[config.mk]
export PLATFORM = sky130hd
export DESIGN_NAME = id_exe_reg_flat
export DESIGN_NICKNAME = d
export VERILOG_FILES = /design/src/rtl/id_exe_reg_pkg.sv /design/src/rtl/id_exe_reg_if.sv /design/src/rtl/id_exe_reg_pipe_field_reg.sv /design/src/rtl/id_exe_reg.sv /design/src/flat_wrapper.sv
export SDC_FILE = /design/constraint.sdc
export NUM_CORES = 1
export LEC_CHECK = 0
export BUFFER_PORTS_ARGS = -buffer_cell sky130_fd_sc_hd__buf_4
export CAP_MARGIN = 10
export CORE_MARGIN = 4
export CORE_UTILIZATION = 40
export DETAILED_ROUTE_END_ITERATION = 10
export GPL_TIMING_DRIVEN = 0
export PLACE_DENSITY = 0.71
export SLEW_MARGIN = 10
export SYNTH_ARGS = -nofsm -noshare
export SYNTH_HDL_FRONTEND = slang
export SYNTH_HIERARCHICAL = 1
export SYNTH_SLANG_ARGS = --single-unit
[constraint.sdc]
create_clock -name clk -period 4.82 [get_ports clk]
set_input_delay 1.446 -clock clk [delete_from_list [all_inputs] [get_ports clk]]
set_output_delay 1.446 -clock clk [all_outputs]
set_load 0.05 [all_outputs]
[src/rtl/id_exe_reg_pkg.sv]
// Shared field widths and control-bundle layout for the decode/execute pipeline register.
package id_exe_reg_pkg;
  localparam int CMD_W  = 4;
  localparam int REG_W  = 4;
  localparam int SHOP_W = 12;
  localparam int IMM_W  = 24;
  localparam int FLAG_W = 4;

  localparam logic [CMD_W-1:0] NOP = 4'b0000;

  // Control bundle, MSB first: {WB, MEM_R, MEM_W, B, S, EXE_CMD}
  typedef struct packed {
    logic             wb;
    logic             mem_r;
    logic             mem_w;
    logic             b;
    logic             s;
    logic [CMD_W-1:0] exe_cmd;
  } ctrl_t;

  localparam int CTRL_W = $bits(ctrl_t);

  function automatic logic ctrl_active(input ctrl_t c);
    return |c;
  endfunction
endpackage

[src/rtl/id_exe_reg_if.sv]
// Decode-side inputs and execute-side outputs of the ID/EXE pipeline register.
interface id_exe_reg_if #(parameter int N = 32, parameter int CNT_W = 16);
  import id_exe_reg_pkg::*;

  logic [N-1:0]      PCIn, val_RnIn, val_RmIn;
  logic              Two_srcIn, SIn, BIn, MEM_W_ENIn, MEM_R_ENIn, WB_ENIn, iIn;
  logic [CMD_W-1:0]  EXE_CMDIn;
  logic [REG_W-1:0]  DestIn, RnIn, src2In;
  logic [SHOP_W-1:0] shiftOperandIn;
  logic [IMM_W-1:0]  immIn;
  logic [FLAG_W-1:0] statusIn;

  logic [N-1:0]      PCOut, val_RnOut, val_RmOut;
  logic              Two_srcOut, SOut, BOut, MEM_W_ENOut, MEM_R_ENOut, WB_ENOut, iOut;
  logic [CMD_W-1:0]  EXE_CMDOut;
  logic [REG_W-1:0]  DestOut, RnOut, src2Out;
  logic [SHOP_W-1:0] shiftOperandOut;
  logic [IMM_W-1:0]  immOut;
  logic [FLAG_W-1:0] statusOut;
  logic              validOut;
  logic [CNT_W-1:0]  flushCountOut, bubbleCountOut;

  modport master (
    output PCIn, val_RnIn, val_RmIn, Two_srcIn, SIn, BIn, MEM_W_ENIn, MEM_R_ENIn, WB_ENIn,
           iIn, EXE_CMDIn, DestIn, RnIn, src2In, shiftOperandIn, immIn, statusIn,
    input  PCOut, val_RnOut, val_RmOut, Two_srcOut, SOut, BOut, MEM_W_ENOut, MEM_R_ENOut,
           WB_ENOut, iOut, EXE_CMDOut, DestOut, RnOut, src2Out, shiftOperandOut, immOut,
           statusOut, validOut, flushCountOut, bubbleCountOut
  );

  modport slave (
    input  PCIn, val_RnIn, val_RmIn, Two_srcIn, SIn, BIn, MEM_W_ENIn, MEM_R_ENIn, WB_ENIn,
           iIn, EXE_CMDIn, DestIn, RnIn, src2In, shiftOperandIn, immIn, statusIn,
    output PCOut, val_RnOut, val_RmOut, Two_srcOut, SOut, BOut, MEM_W_ENOut, MEM_R_ENOut,
           WB_ENOut, iOut, EXE_CMDOut, DestOut, RnOut, src2Out, shiftOperandOut, immOut,
           statusOut, validOut, flushCountOut, bubbleCountOut
  );
endinterface

[src/rtl/id_exe_reg_pipe_field_reg.sv]
// One pipeline field: sync reset, clear (bubble insert), enable (hold when low).
module pipe_field_reg #(parameter int W = 1) (
  input  logic         clk,
  input  logic         rst,
  input  logic         clr,
  input  logic         en,
  input  logic [W-1:0] d,
  output logic [W-1:0] q
);
  always_ff @(posedge clk) begin
    if (rst || clr) q <= '0;
    else if (en)    q <= d;
  end
endmodule

[src/rtl/id_exe_reg.sv]
// ID/EXE pipeline register with flush bubbles, freeze hold and saturating flush/bubble counters.
module id_exe_reg
  import id_exe_reg_pkg::*;
#(
  parameter int N     = 32,
  parameter int CNT_W = 16
) (
  input  logic        clk,
  input  logic        rst,
  input  logic        flush,
  input  logic        freeze,
  id_exe_reg_if.slave bus
);
  ctrl_t ctrl_d, ctrl_q;
  logic  valid_d, valid_q, en;
  logic [CNT_W-1:0] flush_cnt, bubble_cnt;

  assign en      = ~freeze;
  assign ctrl_d  = '{wb: bus.WB_ENIn, mem_r: bus.MEM_R_ENIn, mem_w: bus.MEM_W_ENIn,
                     b: bus.BIn, s: bus.SIn, exe_cmd: bus.EXE_CMDIn};
  assign valid_d = ctrl_active(ctrl_d);

  // valid rides with the control bundle so a flush clears both together
  pipe_field_reg #(.W(CTRL_W+1)) u_ctrl (.clk, .rst, .clr(flush), .en,
    .d({valid_d, ctrl_d}), .q({valid_q, ctrl_q}));

  pipe_field_reg #(.W(N))      u_pc   (.clk, .rst, .clr(flush), .en, .d(bus.PCIn),           .q(bus.PCOut));
  pipe_field_reg #(.W(N))      u_rnv  (.clk, .rst, .clr(flush), .en, .d(bus.val_RnIn),       .q(bus.val_RnOut));
  pipe_field_reg #(.W(N))      u_rmv  (.clk, .rst, .clr(flush), .en, .d(bus.val_RmIn),       .q(bus.val_RmOut));
  pipe_field_reg #(.W(1))      u_two  (.clk, .rst, .clr(flush), .en, .d(bus.Two_srcIn),      .q(bus.Two_srcOut));
  pipe_field_reg #(.W(REG_W))  u_dest (.clk, .rst, .clr(flush), .en, .d(bus.DestIn),         .q(bus.DestOut));
  pipe_field_reg #(.W(1))      u_imm1 (.clk, .rst, .clr(flush), .en, .d(bus.iIn),            .q(bus.iOut));
  pipe_field_reg #(.W(REG_W))  u_rn   (.clk, .rst, .clr(flush), .en, .d(bus.RnIn),           .q(bus.RnOut));
  pipe_field_reg #(.W(REG_W))  u_src2 (.clk, .rst, .clr(flush), .en, .d(bus.src2In),         .q(bus.src2Out));
  pipe_field_reg #(.W(SHOP_W)) u_shop (.clk, .rst, .clr(flush), .en, .d(bus.shiftOperandIn), .q(bus.shiftOperandOut));
  pipe_field_reg #(.W(IMM_W))  u_off  (.clk, .rst, .clr(flush), .en, .d(bus.immIn),          .q(bus.immOut));
  pipe_field_reg #(.W(FLAG_W)) u_st   (.clk, .rst, .clr(flush), .en, .d(bus.statusIn),       .q(bus.statusOut));

  function automatic logic [CNT_W-1:0] sat_inc(input logic [CNT_W-1:0] c);
    return (&c) ? c : c + 1'b1;
  endfunction

  // Bubbles are counted only on a real load, so a held entry is never recounted
  always_ff @(posedge clk) begin
    if (rst) begin
      flush_cnt  <= '0;
      bubble_cnt <= '0;
    end else if (flush) begin
      flush_cnt  <= sat_inc(flush_cnt);
    end else if (!freeze && !valid_d) begin
      bubble_cnt <= sat_inc(bubble_cnt);
    end
  end

  assign bus.WB_ENOut       = ctrl_q.wb;
  assign bus.MEM_R_ENOut    = ctrl_q.mem_r;
  assign bus.MEM_W_ENOut    = ctrl_q.mem_w;
  assign bus.BOut           = ctrl_q.b;
  assign bus.SOut           = ctrl_q.s;
  assign bus.EXE_CMDOut     = ctrl_q.exe_cmd;
  assign bus.validOut       = valid_q;
  assign bus.flushCountOut  = flush_cnt;
  assign bus.bubbleCountOut = bubble_cnt;
endmodule
[src/flat_wrapper.sv]
// flat-port wrapper written by rule: the top's interface ports become plain ports
module id_exe_reg_flat import id_exe_reg_pkg::*;
#(
  parameter int N     = 32,
  parameter int CNT_W = 16
)
  (clk, rst, flush, freeze, bus_PCIn, bus_val_RnIn, bus_val_RmIn, bus_Two_srcIn, bus_SIn, bus_BIn, bus_MEM_W_ENIn, bus_MEM_R_ENIn, bus_WB_ENIn, bus_iIn, bus_EXE_CMDIn, bus_DestIn, bus_RnIn, bus_src2In, bus_shiftOperandIn, bus_immIn, bus_statusIn, bus_PCOut, bus_val_RnOut, bus_val_RmOut, bus_Two_srcOut, bus_SOut, bus_BOut, bus_MEM_W_ENOut, bus_MEM_R_ENOut, bus_WB_ENOut, bus_iOut, bus_EXE_CMDOut, bus_DestOut, bus_RnOut, bus_src2Out, bus_shiftOperandOut, bus_immOut, bus_statusOut, bus_validOut, bus_flushCountOut, bus_bubbleCountOut);
  id_exe_reg_if #(.N(N), .CNT_W(CNT_W)) bus_i ();
  input  logic clk;
  input  logic rst;
  input  logic flush;
  input  logic freeze;
  input wire logic [$bits(bus_i.PCIn)-1:0] bus_PCIn;
  input wire logic [$bits(bus_i.val_RnIn)-1:0] bus_val_RnIn;
  input wire logic [$bits(bus_i.val_RmIn)-1:0] bus_val_RmIn;
  input wire logic [$bits(bus_i.Two_srcIn)-1:0] bus_Two_srcIn;
  input wire logic [$bits(bus_i.SIn)-1:0] bus_SIn;
  input wire logic [$bits(bus_i.BIn)-1:0] bus_BIn;
  input wire logic [$bits(bus_i.MEM_W_ENIn)-1:0] bus_MEM_W_ENIn;
  input wire logic [$bits(bus_i.MEM_R_ENIn)-1:0] bus_MEM_R_ENIn;
  input wire logic [$bits(bus_i.WB_ENIn)-1:0] bus_WB_ENIn;
  input wire logic [$bits(bus_i.iIn)-1:0] bus_iIn;
  input wire logic [$bits(bus_i.EXE_CMDIn)-1:0] bus_EXE_CMDIn;
  input wire logic [$bits(bus_i.DestIn)-1:0] bus_DestIn;
  input wire logic [$bits(bus_i.RnIn)-1:0] bus_RnIn;
  input wire logic [$bits(bus_i.src2In)-1:0] bus_src2In;
  input wire logic [$bits(bus_i.shiftOperandIn)-1:0] bus_shiftOperandIn;
  input wire logic [$bits(bus_i.immIn)-1:0] bus_immIn;
  input wire logic [$bits(bus_i.statusIn)-1:0] bus_statusIn;
  output wire logic [$bits(bus_i.PCOut)-1:0] bus_PCOut;
  output wire logic [$bits(bus_i.val_RnOut)-1:0] bus_val_RnOut;
  output wire logic [$bits(bus_i.val_RmOut)-1:0] bus_val_RmOut;
  output wire logic [$bits(bus_i.Two_srcOut)-1:0] bus_Two_srcOut;
  output wire logic [$bits(bus_i.SOut)-1:0] bus_SOut;
  output wire logic [$bits(bus_i.BOut)-1:0] bus_BOut;
  output wire logic [$bits(bus_i.MEM_W_ENOut)-1:0] bus_MEM_W_ENOut;
  output wire logic [$bits(bus_i.MEM_R_ENOut)-1:0] bus_MEM_R_ENOut;
  output wire logic [$bits(bus_i.WB_ENOut)-1:0] bus_WB_ENOut;
  output wire logic [$bits(bus_i.iOut)-1:0] bus_iOut;
  output wire logic [$bits(bus_i.EXE_CMDOut)-1:0] bus_EXE_CMDOut;
  output wire logic [$bits(bus_i.DestOut)-1:0] bus_DestOut;
  output wire logic [$bits(bus_i.RnOut)-1:0] bus_RnOut;
  output wire logic [$bits(bus_i.src2Out)-1:0] bus_src2Out;
  output wire logic [$bits(bus_i.shiftOperandOut)-1:0] bus_shiftOperandOut;
  output wire logic [$bits(bus_i.immOut)-1:0] bus_immOut;
  output wire logic [$bits(bus_i.statusOut)-1:0] bus_statusOut;
  output wire logic [$bits(bus_i.validOut)-1:0] bus_validOut;
  output wire logic [$bits(bus_i.flushCountOut)-1:0] bus_flushCountOut;
  output wire logic [$bits(bus_i.bubbleCountOut)-1:0] bus_bubbleCountOut;
  assign bus_i.PCIn = bus_PCIn;
  assign bus_i.val_RnIn = bus_val_RnIn;
  assign bus_i.val_RmIn = bus_val_RmIn;
  assign bus_i.Two_srcIn = bus_Two_srcIn;
  assign bus_i.SIn = bus_SIn;
  assign bus_i.BIn = bus_BIn;
  assign bus_i.MEM_W_ENIn = bus_MEM_W_ENIn;
  assign bus_i.MEM_R_ENIn = bus_MEM_R_ENIn;
  assign bus_i.WB_ENIn = bus_WB_ENIn;
  assign bus_i.iIn = bus_iIn;
  assign bus_i.EXE_CMDIn = bus_EXE_CMDIn;
  assign bus_i.DestIn = bus_DestIn;
  assign bus_i.RnIn = bus_RnIn;
  assign bus_i.src2In = bus_src2In;
  assign bus_i.shiftOperandIn = bus_shiftOperandIn;
  assign bus_i.immIn = bus_immIn;
  assign bus_i.statusIn = bus_statusIn;
  assign bus_PCOut = bus_i.PCOut;
  assign bus_val_RnOut = bus_i.val_RnOut;
  assign bus_val_RmOut = bus_i.val_RmOut;
  assign bus_Two_srcOut = bus_i.Two_srcOut;
  assign bus_SOut = bus_i.SOut;
  assign bus_BOut = bus_i.BOut;
  assign bus_MEM_W_ENOut = bus_i.MEM_W_ENOut;
  assign bus_MEM_R_ENOut = bus_i.MEM_R_ENOut;
  assign bus_WB_ENOut = bus_i.WB_ENOut;
  assign bus_iOut = bus_i.iOut;
  assign bus_EXE_CMDOut = bus_i.EXE_CMDOut;
  assign bus_DestOut = bus_i.DestOut;
  assign bus_RnOut = bus_i.RnOut;
  assign bus_src2Out = bus_i.src2Out;
  assign bus_shiftOperandOut = bus_i.shiftOperandOut;
  assign bus_immOut = bus_i.immOut;
  assign bus_statusOut = bus_i.statusOut;
  assign bus_validOut = bus_i.validOut;
  assign bus_flushCountOut = bus_i.flushCountOut;
  assign bus_bubbleCountOut = bus_i.bubbleCountOut;
  id_exe_reg #(.N(N), .CNT_W(CNT_W)) u_core (.clk(clk), .rst(rst), .flush(flush), .freeze(freeze), .bus(bus_i));
endmodule
# After elaboration in Yosys (flattened, before gate mapping)

Cells that the tools add are included.

Register bits after elaboration: 192
Output and inout port bits: 192
Word-level logic and storage cells: 28

Add/subtract/negate cells: 2
Bitwise logic cells: 3
Reduce and logical (&&, ||, !) cells: 9

Operator list:

| operator                | count |
|---|---|
| $add A16 B1 Y16 const B | 2 |
| $reduce_and A16 Y1      | 2 |
| $reduce_or A9 Y1        | 1 |
| $not A1 Y1              | 3 |
| $reduce_and A3 Y1       | 1 |
| $logic_not A1 Y1        | 2 |
| $reduce_and A2 Y1       | 1 |
| $logic_and A1 B1 Y1     | 1 |
| $logic_or A1 B1 Y1      | 1 |

# Longest topological paths before layout

Word-level depth: 4
Gate-level depth with buffers: 8
Depth with buffers taken out: 6

# Hierarchy

The synthesis kept the hierarchy.

Modules (own cells, without submodules):

| module                             | instances | cells an instance | area each (µm²) |
|---|---|---|---|
| pipe_field_reg (u_core.u_pc ...)   | 3         | 105               | 1156.1 |
| id_exe_reg                         | 1         | 191               | 1562.7 |
| pipe_field_reg (u_core.u_off)      | 1         | 79                | 867.1 |
| pipe_field_reg (u_core.u_dest ...) | 4         | 13                | 145.1 |
| pipe_field_reg (u_core.u_shop)     | 1         | 39                | 427.9 |
| pipe_field_reg (u_core.u_ctrl)     | 1         | 33                | 362.8 |
| pipe_field_reg (u_core.u_imm1 ...) | 2         | 3                 | 40.0 |

# Worst setup path after synthesis

No wires, ideal clock.

Kind: input-to-reg
Start: input port bus_MEM_W_ENIn
End: register u_core.bubble_cnt[13] (netlist: u_core/bus.bubbleCountOut[13])
Data arrival time: 3.074 ns
Setup slack: 1.675 ns
Stages: 6
Cell sequence: nor4_2 > nand3_2 > or4_1 > buf_2 > or4_1 > a21oi_1

Longest elaborated chain between the ends: 4

Ends and longest elaborated chain:

| item                        | RTL line             | RTL |
|---|---|---|
| from (decl)                 | flat_wrapper.sv:19   | `input wire logic [$bits(bus_i.MEM_W_ENIn)-1:0] bus_MEM_W_ENIn;` |
| $reduce_or A9 Y1            | id_exe_reg_pkg.sv:24 | `return \|c;` |
| named net u_core.valid_d    | id_exe_reg.sv:15     | `logic valid_d, valid_q, en;` |
| $logic_not A1 Y1            | id_exe_reg.sv:50     | `end else if (!freeze && !valid_d) begin` |
| $logic_and A1 B1 Y1         | id_exe_reg.sv:50     |  |
| $reduce_and A3 Y1 (no line) | n/a                  |  |
| to (signal assigned)        | id_exe_reg.sv:51     | `bubble_cnt <= sat_inc(bubble_cnt);` |
| to (decl)                   | id_exe_reg.sv:16     | `logic [CNT_W-1:0] flush_cnt, bubble_cnt;` |

The timed path passes the listed nets, and every way through them passes these cells.
A chain may end at the register's enable or synchronous reset.

# Worst setup path after layout

Same ends and word-level chain as after synthesis.

==> results_tabular.tex <==
\begin{tabular}{lr}
\hline
Metric & Value \\
\hline
\multicolumn{2}{l}{\textbf{Placed design}} \\
\quad HPWL reported at the end of detailed placement & 17.3 mm \\
\quad Routability congestion estimate & 0.832 \\
\quad I/O Buffers & approximately 350 \\
\multicolumn{2}{l}{\textbf{Setup path}} \\
\quad Startpoint Class & primary input \\
\quad Crit-path max cell delay & approximately 470 ps \\
\quad Nature of the critical path endpoint & flop \\
\quad Critical path fanouts, max & 10 \\
\quad CP Buf/Inv Count & 3 \\
\quad Required time of the critical path & 5090 ps \\
\quad Cell class contributing the biggest share of worst-path delay & simple AND/OR/NAND/NOR gates \\
\quad Sequence of cells on the critical path & buf\_4, nor4\_2, nand3\_2, or4\_1, buf\_2, clkbuf\_1, o31ai\_1, a21oi\_1 \\
\quad Slowest stage cell, crit path & or4\_1 \\
\quad Signal arrival time at the worst endpoint & 3380 ps \\
\quad Type of the worst setup path & in -> reg \\
\multicolumn{2}{l}{\textbf{Min path}} \\
\quad Worst hold path class & reg -> reg \\
\multicolumn{2}{l}{\textbf{Logic synthesis}} \\
\quad Number of enable-type register cells in the synthesized netlist & 0 \\
\quad Adder-cell area share of the yosys netlist & 0.340\% \\
\quad Sequential share of the synthesized area & 52.3\% \\
\quad Synth warnings & 6 \\
\quad Most used DFF post-synth & dfxtp\_1 \\
\quad Cell variety after synth & 40 \\
\quad Post-Synthesis Mean Instance Area & 10.3 µm² \\
\quad Synthesized-area fraction occupied by ao, oa, aoi and oai cells & under 10\% \\
\quad Largest family of logic cells by synthesized area & multiplexers \\
\quad Cells after Synth & 715 \\
\quad Share of synthesized registers carrying an async set or reset & 0\% \\
\quad Post-synth net total & just under 900 \\
\quad Flop and latch count out of synthesis & around 190 \\
\quad Simple-gate portion of the synthesized area & 16.6\% \\
\quad Post-synthesis mux area share & 22.4\% \\
\quad Summed instance area of the synthesized netlist & 0.00735 mm² \\
\quad XOR/XNOR Fraction of Synth Area & 1.31\% \\
\multicolumn{2}{l}{\textbf{Finish}} \\
\quad Diodes inserted & 0 \\
\quad Final \#Nets & around 1300 \\
\quad Utilization after layout & between 60\% and 70\% \\
\quad Most frequent standard cell in the layout excluding fill and tap cells & buf\_4 \\
\quad Layout Area Growth over Synthesis & 47.9\% \\
\quad Commonest cells after routing, fill and taps aside & buf\_4, dfxtp\_1, nor2\_1 \\
\quad Share of cells above drive strength 1 & approximately 39\% \\
\quad Number of fill cells in the layout & 1630 \\
\multicolumn{2}{l}{\textbf{Clock network}} \\
\quad Clock Path Buffers & 2 \\
\quad Count of buffers added by post-CTS timing repair for setup & 0 \\
\quad CTS hold repair buffers & 0 \\
\quad CTS tree & yes \\
\quad Total number of clock tree sinks & 192 \\
\quad H-Tree Level Count & 4 \\
\quad Worst-skew pair later-pin latency & between 400 and 500 ps \\
\quad PostCTS Resize Cnt & 0 \\
\quad Clock transition at the registers of the reported paths & 70 ps \\
\quad Clock buffers created by TritonCTS & 17 \\
\quad Cell at the root of the clock tree & clkbuf\_16 \\
\multicolumn{2}{l}{\textbf{Power}} \\
\quad Maximum ir drop on the vdd rail & 246 µV \\
\quad Static leakage & between 0.005 and 0.006 µW \\
\quad Power density of the placed cells & 331 mW/mm² \\
\quad Total Power Consumption & 3600 µW \\
\multicolumn{2}{l}{\textbf{Global routing}} \\
\quad Vias in the first global route & just under 6000 \\
\quad Wire length of the first global-routing pass & 32.1 mm \\
\quad Antenna violations before repair & 0 \\
\quad Pin count of the biggest net entering global routing & 32 \\
\quad Global-route usage over all layers & 20.1\% \\
\quad Congestion Overflow GR & 0 \\
\multicolumn{2}{l}{\textbf{Status}} \\
\quad Run status & complete, no violations \\
\multicolumn{2}{l}{\textbf{STA}} \\
\quad WHS & 494 ps \\
\quad Setup repair after global routing missed its margin & no \\
\quad Number of hold-slack violations in the final timing report & 0 \\
\quad Worst max-slew margin expressed relative to the limit & 24.3\% \\
\quad Part of the cycle the worst path needs & $\sim$64\% \\
\quad Final Setup Violations & 0 \\
\quad Total negative setup slack & 0 ps \\
\quad Fmax & about 320 MHz \\
\quad Skew final & approximately 12 ps \\
\quad Actual transition at the worst max-transition pin & 1120 ps \\
\quad Final min period & 3110 ps \\
\quad Final Max Tran Viols & 0 \\
\multicolumn{2}{l}{\textbf{Floorplan}} \\
\quad Placeable core region & 0.0180 mm² \\
\quad Die outline area & 0.0206 mm² \\
\quad Width of the die & between 100 and 150 µm \\
\quad Initial cell density of the core & 40.8\% \\
\quad Vertical extent of the die & 144 µm \\
\quad Top-level port count & 355 \\
\quad Standard-cell row count & 49 \\
\multicolumn{2}{l}{\textbf{Detailed routing}} \\
\quad Post-detailed-route count of antenna-violating nets & 0 \\
\quad Per-cell via count in the routed design & 4.81 \\
\quad Final routed wire length divided by cell count & 16.9 µm \\
\quad Drt total wl & 22.4 mm \\
\quad DR vias & roughly 6400 \\
\quad First DRT Iteration DRCs & 224 \\
\quad DRC violations left & 0 \\
\quad Total iterations of the first detailed-routing run & 4 \\
\multicolumn{2}{l}{\textbf{Flow run}} \\
\quad Number of max-capacitance violations reported & 0 \\
\hline
\end{tabular}
-- worst min-delay path: cells and delay by family, from the launching register on --
family,cells,cell delay (ps)
multiplexers,1,60
AND/OR/NAND/NOR,1,70
flip-flops,1,330
-- registers in the layout, summed over array words and instances, names as in the netlist, 10 cells and up --
name and flops:
u_core/bus.flushCountOut 16, u_core/bus.bubbleCountOut 16, u_core/u_off/q 24, u_core/u_rmv/q 32, u_core/u_ctrl/q 10, u_core/u_rnv/q 32, u_core/u_shop/q 12, u_core/u_pc/q 32
-- per-stage QoR --
step | instance area, µm² | cells | setup WS [ps]
finish | 10900 | 1328 | 1710
global route | 10900 | 1328 | 1630
CTS | 10900 | 1328 | 1750
detailed placement | 10300 | 1298 | 1380
global placement | 10300 | 1298 | 1370
floorplan | 7350 | 715 | 1680
-- layer usage --
| metal | global-route usage [%] | vias up | part of all wire, % |
|---|---|---|---|
| met4 | 8.08 | 0 | 3.0 |
| met2 | 34.4 | 222 | 50 |
| met5 | 0 | - | 0 |
| met3 | 6.56 | 31 | 8.8 |
| li1 | - | 3203 | - |
| met1 | 23.3 | 2934 | 39 |
-- logic make-up (layout without fill, tap and decap cells) --
logic type / Yosys count / after routing
AND/OR/NAND/NOR: 269 / 269
flip-flops: 192 / 192
multiplexers: 164 / 164
buffers and inverters: 47 / 431
AO/OA/AOI/OAI: 30 / 30
XOR/XNOR: 11 / 11
adder cells (fa/ha/maj): 2 / 2
-- power by group --
| group | leakage (µW) | internal (µW) | switching (µW) | total, µW |
|---|---|---|---|---|
| logic | 0.00336 | 231 | 314 | 545 |
| registers | 0.00156 | 1630 | 23.9 | 1660 |
| clock network | 0.000274 | 775 | 626 | 1400 |
-- Yosys cell counts, types with 5 or more instances --
cell type,count,share of area [%]
o21ai_0,8,0.54
or2_1,5,0.43
or3_1,5,0.43
nand3_1,8,0.54
nand4_1,12,1.0
a21oi_1,13,0.89
buf_6,13,2.0
nor3_1,26,1.8
mux2i_1,162,22
nor2_1,167,8.5
clkbuf_2,8,0.54
or4_1,6,0.61
xor2_1,5,0.60
buf_4,16,1.6
xnor2_1,6,0.72
nor4_1,5,0.43
nand2_1,17,0.87
dfxtp_1,192,52
-- final cells by class --
class / instances / area (µm²) / share of cell area, %
sequential: 192 / 3840 / 35.4
multi-input combinational: 476 / 3160 / 29.1
timing repair buffer: 354 / 2660 / 24.4
clock buffer: 18 / 429 / 3.95
buffer: 44 / 335 / 3.08
tap: 229 / 287 / 2.64
clock inverter: 12 / 149 / 1.37
inverter: 3 / 11.3 / 0.104
-- worst paths after layout --
check | from | to | slack (ps) | cells past startpoint
hold / removal | u_core/u_off/q[21] | u_core/u_off/q[21] | 490 | 2
setup / recovery | bus_MEM_W_ENIn | u_core/bus.bubbleCountOut[13] | 1710 | 8
setup reg to reg | u_core/bus.bubbleCountOut[5] | u_core/bus.bubbleCountOut[5] | 2470 | 7
hold reg to reg | u_core/u_off/q[21] | u_core/u_off/q[21] | 490 | 2
Power figures use the tool's default switching activity.
